**src/rtl/data_mem_access_unit_if.sv**
```systemverilog
// Bundle of every signal the data memory access unit exchanges with the
// core (request/response), the register file and the data memory.
// The slave modport is the unit's view; master is the surrounding system.
interface data_mem_access_unit_if #(
  parameter int REG_BITS = 6
);
  // core request channel
  logic                req_valid;
  logic                req_ready;
  logic                req_write;
  logic [31:0]         req_addr;
  logic [31:0]         req_wdata;
  logic [REG_BITS-1:0] req_rd;

  // core response channel
  logic                resp_valid;
  logic                resp_ready;
  logic [31:0]         resp_rdata;
  logic                resp_err;

  // register-file write port
  logic                reg_write;
  logic [REG_BITS-1:0] reg_rd;
  logic [31:0]         reg_data;

  // data memory port
  logic                mem_read;
  logic                mem_write;
  logic [31:0]         mem_address;
  logic [31:0]         mem_datain;
  logic [31:0]         mem_dataout;

  modport slave (
    input  req_valid, req_write, req_addr, req_wdata, req_rd,
    output req_ready,
    output resp_valid, resp_rdata, resp_err,
    input  resp_ready,
    output reg_write, reg_rd, reg_data,
    output mem_read, mem_write, mem_address, mem_datain,
    input  mem_dataout
  );

  modport master (
    output req_valid, req_write, req_addr, req_wdata, req_rd,
    input  req_ready,
    input  resp_valid, resp_rdata, resp_err,
    output resp_ready,
    input  reg_write, reg_rd, reg_data,
    input  mem_read, mem_write, mem_address, mem_datain,
    output mem_dataout
  );
endinterface

```
**src/rtl/data_mem_access_unit.sv**
```systemverilog
// Initiator for the single-port data memory. Takes one load/store at a
// time from the core, sequences the memory strobes, collects the registered
// read data and returns exactly one response per request. Clean loads are
// also written back to the register file on the response handshake.
// Every output comes straight from a register.
module data_mem_access_unit #(
  parameter int ADDR_BITS = 16,
  parameter int REG_BITS  = 6
) (
  input logic                   clock,
  input logic                   reset,
  data_mem_access_unit_if.slave bus
);

  typedef enum logic [2:0] {
    IDLE    = 3'd0,
    STORE   = 3'd1,
    LOAD    = 3'd2,
    CAPTURE = 3'd3,
    RESP    = 3'd4
  } state_t;

  state_t              state_reg,       state_next;

  // latched request attributes needed after the accept edge
  logic                write_reg,       write_next;
  logic [REG_BITS-1:0] rd_reg,          rd_next;

  // output registers
  logic                req_ready_reg,   req_ready_next;
  logic                resp_valid_reg,  resp_valid_next;
  logic [31:0]         resp_rdata_reg,  resp_rdata_next;
  logic                resp_err_reg,    resp_err_next;
  logic                reg_write_reg,   reg_write_next;
  logic [REG_BITS-1:0] reg_rd_reg,      reg_rd_next;
  logic [31:0]         reg_data_reg,    reg_data_next;
  logic                mem_read_reg,    mem_read_next;
  logic                mem_write_reg,   mem_write_next;
  logic [31:0]         mem_address_reg, mem_address_next;
  logic [31:0]         mem_datain_reg,  mem_datain_next;

  // Address decode: anything above the decoded window is rejected without
  // touching memory; in-range addresses are zero-extended so the upper
  // bits of mem_address can never be non-zero.
  logic                out_of_range;
  logic [31:0]         in_range_addr;

  assign out_of_range  = |bus.req_addr[31:ADDR_BITS];
  assign in_range_addr = {{(32-ADDR_BITS){1'b0}}, bus.req_addr[ADDR_BITS-1:0]};

  // Next-state and next-output logic; every register holds unless told otherwise,
  // except the register-file strobe, which is a single-cycle pulse.
  always_comb begin
    state_next       = state_reg;
    write_next       = write_reg;
    rd_next          = rd_reg;
    req_ready_next   = req_ready_reg;
    resp_valid_next  = resp_valid_reg;
    resp_rdata_next  = resp_rdata_reg;
    resp_err_next    = resp_err_reg;
    reg_write_next   = 1'b0;
    reg_rd_next      = reg_rd_reg;
    reg_data_next    = reg_data_reg;
    mem_read_next    = mem_read_reg;
    mem_write_next   = mem_write_reg;
    mem_address_next = mem_address_reg;
    mem_datain_next  = mem_datain_reg;

    case (state_reg)
      IDLE: begin
        if (bus.req_valid && req_ready_reg) begin
          write_next     = bus.req_write;
          rd_next        = bus.req_rd;
          req_ready_next = 1'b0;
          if (out_of_range) begin
            // reject immediately: no strobe, mem_address left untouched
            state_next      = RESP;
            resp_valid_next = 1'b1;
            resp_err_next   = 1'b1;
            resp_rdata_next = 32'h0;
          end else if (bus.req_write) begin
            state_next       = STORE;
            mem_write_next   = 1'b1;
            mem_address_next = in_range_addr;
            mem_datain_next  = bus.req_wdata;
          end else begin
            state_next       = LOAD;
            mem_read_next    = 1'b1;
            mem_address_next = in_range_addr;
          end
        end
      end

      STORE: begin
        // memory commits the write on the edge leaving this state
        mem_write_next  = 1'b0;
        state_next      = RESP;
        resp_valid_next = 1'b1;
        resp_err_next   = 1'b0;
        resp_rdata_next = 32'h0;
      end

      LOAD: begin
        // memory samples the read on the edge leaving this state
        mem_read_next = 1'b0;
        state_next    = CAPTURE;
      end

      CAPTURE: begin
        // dataout is valid for exactly this cycle
        resp_rdata_next = bus.mem_dataout;
        resp_err_next   = 1'b0;
        resp_valid_next = 1'b1;
        state_next      = RESP;
      end

      RESP: begin
        if (bus.resp_ready) begin
          resp_valid_next = 1'b0;
          req_ready_next  = 1'b1;
          state_next      = IDLE;
          if (!write_reg && !resp_err_reg) begin
            reg_write_next = 1'b1;
            reg_rd_next    = rd_reg;
            reg_data_next  = resp_rdata_reg;
          end
        end
      end

      default: begin
        state_next      = IDLE;
        req_ready_next  = 1'b1;
        resp_valid_next = 1'b0;
        mem_read_next   = 1'b0;
        mem_write_next  = 1'b0;
      end
    endcase
  end

  // State and output registers; reset drops the strobes at once and
  // discards any request in flight.
  always_ff @(posedge clock or posedge reset) begin
    if (reset) begin
      state_reg       <= IDLE;
      write_reg       <= 1'b0;
      rd_reg          <= '0;
      req_ready_reg   <= 1'b1;
      resp_valid_reg  <= 1'b0;
      resp_rdata_reg  <= 32'h0;
      resp_err_reg    <= 1'b0;
      reg_write_reg   <= 1'b0;
      reg_rd_reg      <= '0;
      reg_data_reg    <= 32'h0;
      mem_read_reg    <= 1'b0;
      mem_write_reg   <= 1'b0;
      mem_address_reg <= 32'h0;
      mem_datain_reg  <= 32'h0;
    end else begin
      state_reg       <= state_next;
      write_reg       <= write_next;
      rd_reg          <= rd_next;
      req_ready_reg   <= req_ready_next;
      resp_valid_reg  <= resp_valid_next;
      resp_rdata_reg  <= resp_rdata_next;
      resp_err_reg    <= resp_err_next;
      reg_write_reg   <= reg_write_next;
      reg_rd_reg      <= reg_rd_next;
      reg_data_reg    <= reg_data_next;
      mem_read_reg    <= mem_read_next;
      mem_write_reg   <= mem_write_next;
      mem_address_reg <= mem_address_next;
      mem_datain_reg  <= mem_datain_next;
    end
  end

  assign bus.req_ready   = req_ready_reg;
  assign bus.resp_valid  = resp_valid_reg;
  assign bus.resp_rdata  = resp_rdata_reg;
  assign bus.resp_err    = resp_err_reg;
  assign bus.reg_write   = reg_write_reg;
  assign bus.reg_rd      = reg_rd_reg;
  assign bus.reg_data    = reg_data_reg;
  assign bus.mem_read    = mem_read_reg;
  assign bus.mem_write   = mem_write_reg;
  assign bus.mem_address = mem_address_reg;
  assign bus.mem_datain  = mem_datain_reg;

endmodule

```
**src/flat_wrapper.sv**
```systemverilog
// flat-port wrapper written by rule: the top's interface ports become plain ports
module data_mem_access_unit_flat 
#(
  parameter int ADDR_BITS = 16,
  parameter int REG_BITS  = 6
)
  (clock, reset, bus_req_valid, bus_req_write, bus_req_addr, bus_req_wdata, bus_req_rd, bus_req_ready, bus_resp_valid, bus_resp_rdata, bus_resp_err, bus_resp_ready, bus_reg_write, bus_reg_rd, bus_reg_data, bus_mem_read, bus_mem_write, bus_mem_address, bus_mem_datain, bus_mem_dataout);
  data_mem_access_unit_if #(.REG_BITS(REG_BITS)) bus_i ();
  input logic clock;
  input logic reset;
  input wire logic [$bits(bus_i.req_valid)-1:0] bus_req_valid;
  input wire logic [$bits(bus_i.req_write)-1:0] bus_req_write;
  input wire logic [$bits(bus_i.req_addr)-1:0] bus_req_addr;
  input wire logic [$bits(bus_i.req_wdata)-1:0] bus_req_wdata;
  input wire logic [$bits(bus_i.req_rd)-1:0] bus_req_rd;
  output wire logic [$bits(bus_i.req_ready)-1:0] bus_req_ready;
  output wire logic [$bits(bus_i.resp_valid)-1:0] bus_resp_valid;
  output wire logic [$bits(bus_i.resp_rdata)-1:0] bus_resp_rdata;
  output wire logic [$bits(bus_i.resp_err)-1:0] bus_resp_err;
  input wire logic [$bits(bus_i.resp_ready)-1:0] bus_resp_ready;
  output wire logic [$bits(bus_i.reg_write)-1:0] bus_reg_write;
  output wire logic [$bits(bus_i.reg_rd)-1:0] bus_reg_rd;
  output wire logic [$bits(bus_i.reg_data)-1:0] bus_reg_data;
  output wire logic [$bits(bus_i.mem_read)-1:0] bus_mem_read;
  output wire logic [$bits(bus_i.mem_write)-1:0] bus_mem_write;
  output wire logic [$bits(bus_i.mem_address)-1:0] bus_mem_address;
  output wire logic [$bits(bus_i.mem_datain)-1:0] bus_mem_datain;
  input wire logic [$bits(bus_i.mem_dataout)-1:0] bus_mem_dataout;
  assign bus_i.req_valid = bus_req_valid;
  assign bus_i.req_write = bus_req_write;
  assign bus_i.req_addr = bus_req_addr;
  assign bus_i.req_wdata = bus_req_wdata;
  assign bus_i.req_rd = bus_req_rd;
  assign bus_req_ready = bus_i.req_ready;
  assign bus_resp_valid = bus_i.resp_valid;
  assign bus_resp_rdata = bus_i.resp_rdata;
  assign bus_resp_err = bus_i.resp_err;
  assign bus_i.resp_ready = bus_resp_ready;
  assign bus_reg_write = bus_i.reg_write;
  assign bus_reg_rd = bus_i.reg_rd;
  assign bus_reg_data = bus_i.reg_data;
  assign bus_mem_read = bus_i.mem_read;
  assign bus_mem_write = bus_i.mem_write;
  assign bus_mem_address = bus_i.mem_address;
  assign bus_mem_datain = bus_i.mem_datain;
  assign bus_i.mem_dataout = bus_mem_dataout;
  data_mem_access_unit #(.ADDR_BITS(ADDR_BITS), .REG_BITS(REG_BITS)) u_core (.clock(clock), .reset(reset), .bus(bus_i));
endmodule
```
**config.mk**
```make
export PLATFORM = sky130hd
export DESIGN_NAME = data_mem_access_unit_flat
export DESIGN_NICKNAME = d
export VERILOG_FILES = /design/src/rtl/data_mem_access_unit_if.sv /design/src/rtl/data_mem_access_unit.sv /design/src/flat_wrapper.sv
export SDC_FILE = /design/constraint.sdc
export NUM_CORES = 1
export LEC_CHECK = 0
export ABC_AREA = 1
export ABC_CLOCK_PERIOD_IN_PS = 7100
export CORE_ASPECT_RATIO = 0.8
export CORE_UTILIZATION = 45
export CTS_CLUSTER_DIAMETER = 40
export DETAILED_ROUTE_END_ITERATION = 7
export PLACE_DENSITY = 0.88
export SYNTH_ARGS = -nofsm -noshare
export SYNTH_HDL_FRONTEND = slang
export SYNTH_SLANG_ARGS = --single-unit
```
**constraint.sdc**
```tcl
create_clock -name clock -period 7.1 [get_ports clock]
set_input_delay 1.42 -clock clock [delete_from_list [all_inputs] [get_ports clock]]
set_output_delay 1.42 -clock clock [all_outputs]
set_load 0.05 [all_outputs]
```
==> flow_metrics.env <==
export IMPL_outcome="complete, but fails checks"
export IMPL_violations="design-rule violations"
export IMPL_fill_cells=897
export IMPL_hold_path_class="reg2reg"
export IMPL_maxUsedRoutingLayer="met4"
export IMPL_tritoncts="yes"
export IMPL_wl_met2_um=7570
export IMPL_cts_max_path_buffers=2
export IMPL_worst_setup_path_end_kind="flip-flop"
export IMPL_drive_gt1_share_pct=6.16
export IMPL_crit_type="in2reg"
export IMPL_track_usage_pct=25.3
export IMPL_report_final_slew_viol_count=0
export IMPL_synthArstFlopShare_pct=100
export IMPL_p_total_mw=2.24
export IMPL_worst_hold_slack_ns=0.468
export IMPL_period_share_pct=45.4
export IMPL_max_vdd_ir_drop_mv=0.169
export IMPL_grt_pass1_wl_um=24300
export IMPL_dp_hpwl_um=10500
export IMPL_synth_edf_count=0
export IMPL_pwr_density_cell_nw_per_um2=268
export IMPL_clock_sinks=134
export IMPL_die_w_um=125
export IMPL_grt_max_degree=81
export IMPL_synth_top_area_share_pct=60.6
export IMPL_path_clk_slew_ns=0.06
export IMPL_fp_row_count=35
export IMPL_wire_per_inst_um=15.2
export IMPL_worst_path_max_fanout=41
export IMPL_htreeDepth=4
export IMPL_r2r_slack_ns=4.73
export IMPL_yosysTopAreaCell="dfrtp_1"
export IMPL_initial_core_util_pct=47.0
export IMPL_core_area_sq_um=11700
export IMPL_cts_hold_buf=0
export IMPL_clkLatencyLatePin_ns=0.41
export IMPL_setup_viol=0
export IMPL_synth_common_cells="nand2_1 (353), dfrtp_1 (133), nand3_1 (35)"
export IMPL_cts_buffers=17
export IMPL_leakagePower_nw=4.26
export IMPL_drt_pass1_iterations=8
export IMPL_synth_seq_cells=134
export IMPL_drv_cap=0
export IMPL_grt_overflow_total=0
export IMPL_post_cts_resized=0
export IMPL_start_kind="primary input"
export IMPL_synth_area_leaders="dfrtp_1 (61%), nand2_1 (24%), nand3_1 (3.2%), buf_4 (2.9%), buf_6 (1.6%)"
export IMPL_synth_area_sq_um=5490
export IMPL_ys_seq_area_share_pct=61.1
export IMPL_route_detailed_drc=18
export IMPL_skew_ns=0.00942
export IMPL_drt_met1_wl_um=5920
export IMPL_syn2layout_area_growth_pct=52.4
export IMPL_antenna_found_initial=1
export IMPL_routed_wl_um=15400
export IMPL_postCtsSetupBuffers=0
export IMPL_layout_nets=954
export IMPL_dp_cells=976
export IMPL_grt_pass1_vias=4756
export IMPL_synth_ff_type="dfrtp_1"
export IMPL_ios=247
export IMPL_layout_setup_ws_ns=3.88
export IMPL_vias=4841
export IMPL_final_util_pct=71.6
export IMPL_design_die_area_sq_um=12600
export IMPL_finalNonFillerCells=1009
export IMPL_worstSetupEndpoint="u_core.bus.reg_data[17]"
export IMPL_max_freq_mhz=310
export IMPL_gp_congestion=0.843
export IMPL_slew_headroom_pct=47.3
export IMPL_hold_violations=0
export IMPL_synth_distinct_cells=26
export IMPL_ant_nets=0
export IMPL_timing_rr_end="u_core.bus.reg_data[17]"
export IMPL_portBuffers=230
export IMPL_period_minus_slack_ns=3.22
export IMPL_place_area_sq_um=7760
export IMPL_cts_root_buf="clkbuf_16"
export IMPL_syn_inst=621
export IMPL_r2r_start="u_core.state_reg[2]"
export IMPL_viasPerCell=4.80
export IMPL_rsz0062_at_grt="no"
export IMPL_synth_most_common_cell="nand2_1"
export IMPL_drt_iter0_markers=356
export IMPL_ff2ff_path_depth=6
export IMPL_crit_start="bus_resp_ready"
export IMPL_critPathRequiredTime_ns=7.39
export IMPL_final_area_sq_um=8370
export IMPL_worstMarginPinSlew_ns=0.788
export IMPL_post_place_ws_ns=3.41
export IMPL_wl_met3_um=1660
export IMPL_yosys_warnings=0
export IMPL_tns_ns=0
export IMPL_die_y_um=101
export IMPL_crit_arrival_ns=3.51
export IMPL_avgSynthCellArea_sq_um=8.84
-- routing by layer --
layer / track usage, % / up-vias
met5: 0 / -
met2: 44.1 / 209
met4: 9.10 / 0
met3: 9.82 / 18
li1: - / 2335
met1: 28.6 / 2279
-- power breakdown --
| part | leakage, nW | switching, mW | internal, mW | total, mW |
|---|---|---|---|---|
| clock | 0.289 | 0.341 | 0.557 | 0.898 |
| sequential | 1.84 | 0.0366 | 0.820 | 0.856 |
| combinational | 2.13 | 0.333 | 0.155 | 0.487 |
| total | 4.26 | 0.710 | 1.53 | 2.24 |
-- final cells by class --
class | count | area (sq um) | share of cell area, %
Timing Repair Buffer | 232 | 2320 | 27.7
Antenna cell | 1 | 2.50 | 0.0299
Sequential cell | 134 | 3350 | 40.1
Inverter | 16 | 67.6 | 0.808
Multi-Input combinational cell | 446 | 1840 | 21.9
Clock buffer | 19 | 433 | 5.17
Tap cell | 148 | 185 | 2.21
Clock inverter | 13 | 171 | 2.05
-- critical path, stage by stage --
cell and delay, ns:
clkdlybuf4s50_1 0.39, inv_1 0.07, nor3_1 0.05, nand2_2 0.58, clkinv_2 0.67, nand2_1 0.22
nand2_1 0.08
-- logic make-up after synthesis --
logic type             synth area share (%)
AND/OR/NAND/NOR                        31.2
AO/OA/AOI/OAI                          1.14
other                                0.0683
flip-flops                             61.1
buffers and inverters                  6.54
-- worst min path at each step --
stage                              from                       end  slack (ns)  depth (start not counted)
6_report       u_core.bus.mem_datain[0]  u_core.bus.mem_datain[0]        0.47                          2
5_1_grt        u_core.bus.mem_datain[9]  u_core.bus.mem_datain[9]        0.49                          2
4_1_cts                u_core.rd_reg[3]      u_core.bus.reg_rd[3]        0.47                          2
3_5_place_dp           u_core.rd_reg[4]      u_core.bus.reg_rd[4]        0.45                          2
3_3_place_gp           u_core.rd_reg[2]      u_core.bus.reg_rd[2]        0.45                          2
2_1_floorplan          u_core.rd_reg[1]      u_core.bus.reg_rd[1]        0.44                          2
-- placed cells by master (no fill, tap or decap), drive strengths merged, types with 8 or more instances in the layout --
| cell type | Yosys | routed |
|---|---|---|
| nand2 | 358 | 358 |
| nor2 | 18 | 18 |
| inv | 13 | 16 |
| conb | 1 | 16 |
| dfrtp | 133 | 133 |
| clkdlybuf4s50 | 0 | 230 |
| clkinv | 3 | 8 |
| clkbuf | 5 | 19 |
| nand3 | 38 | 38 |
| o21ai | 8 | 8 |
No activity file was read; power rests on OpenSTA's default activity.
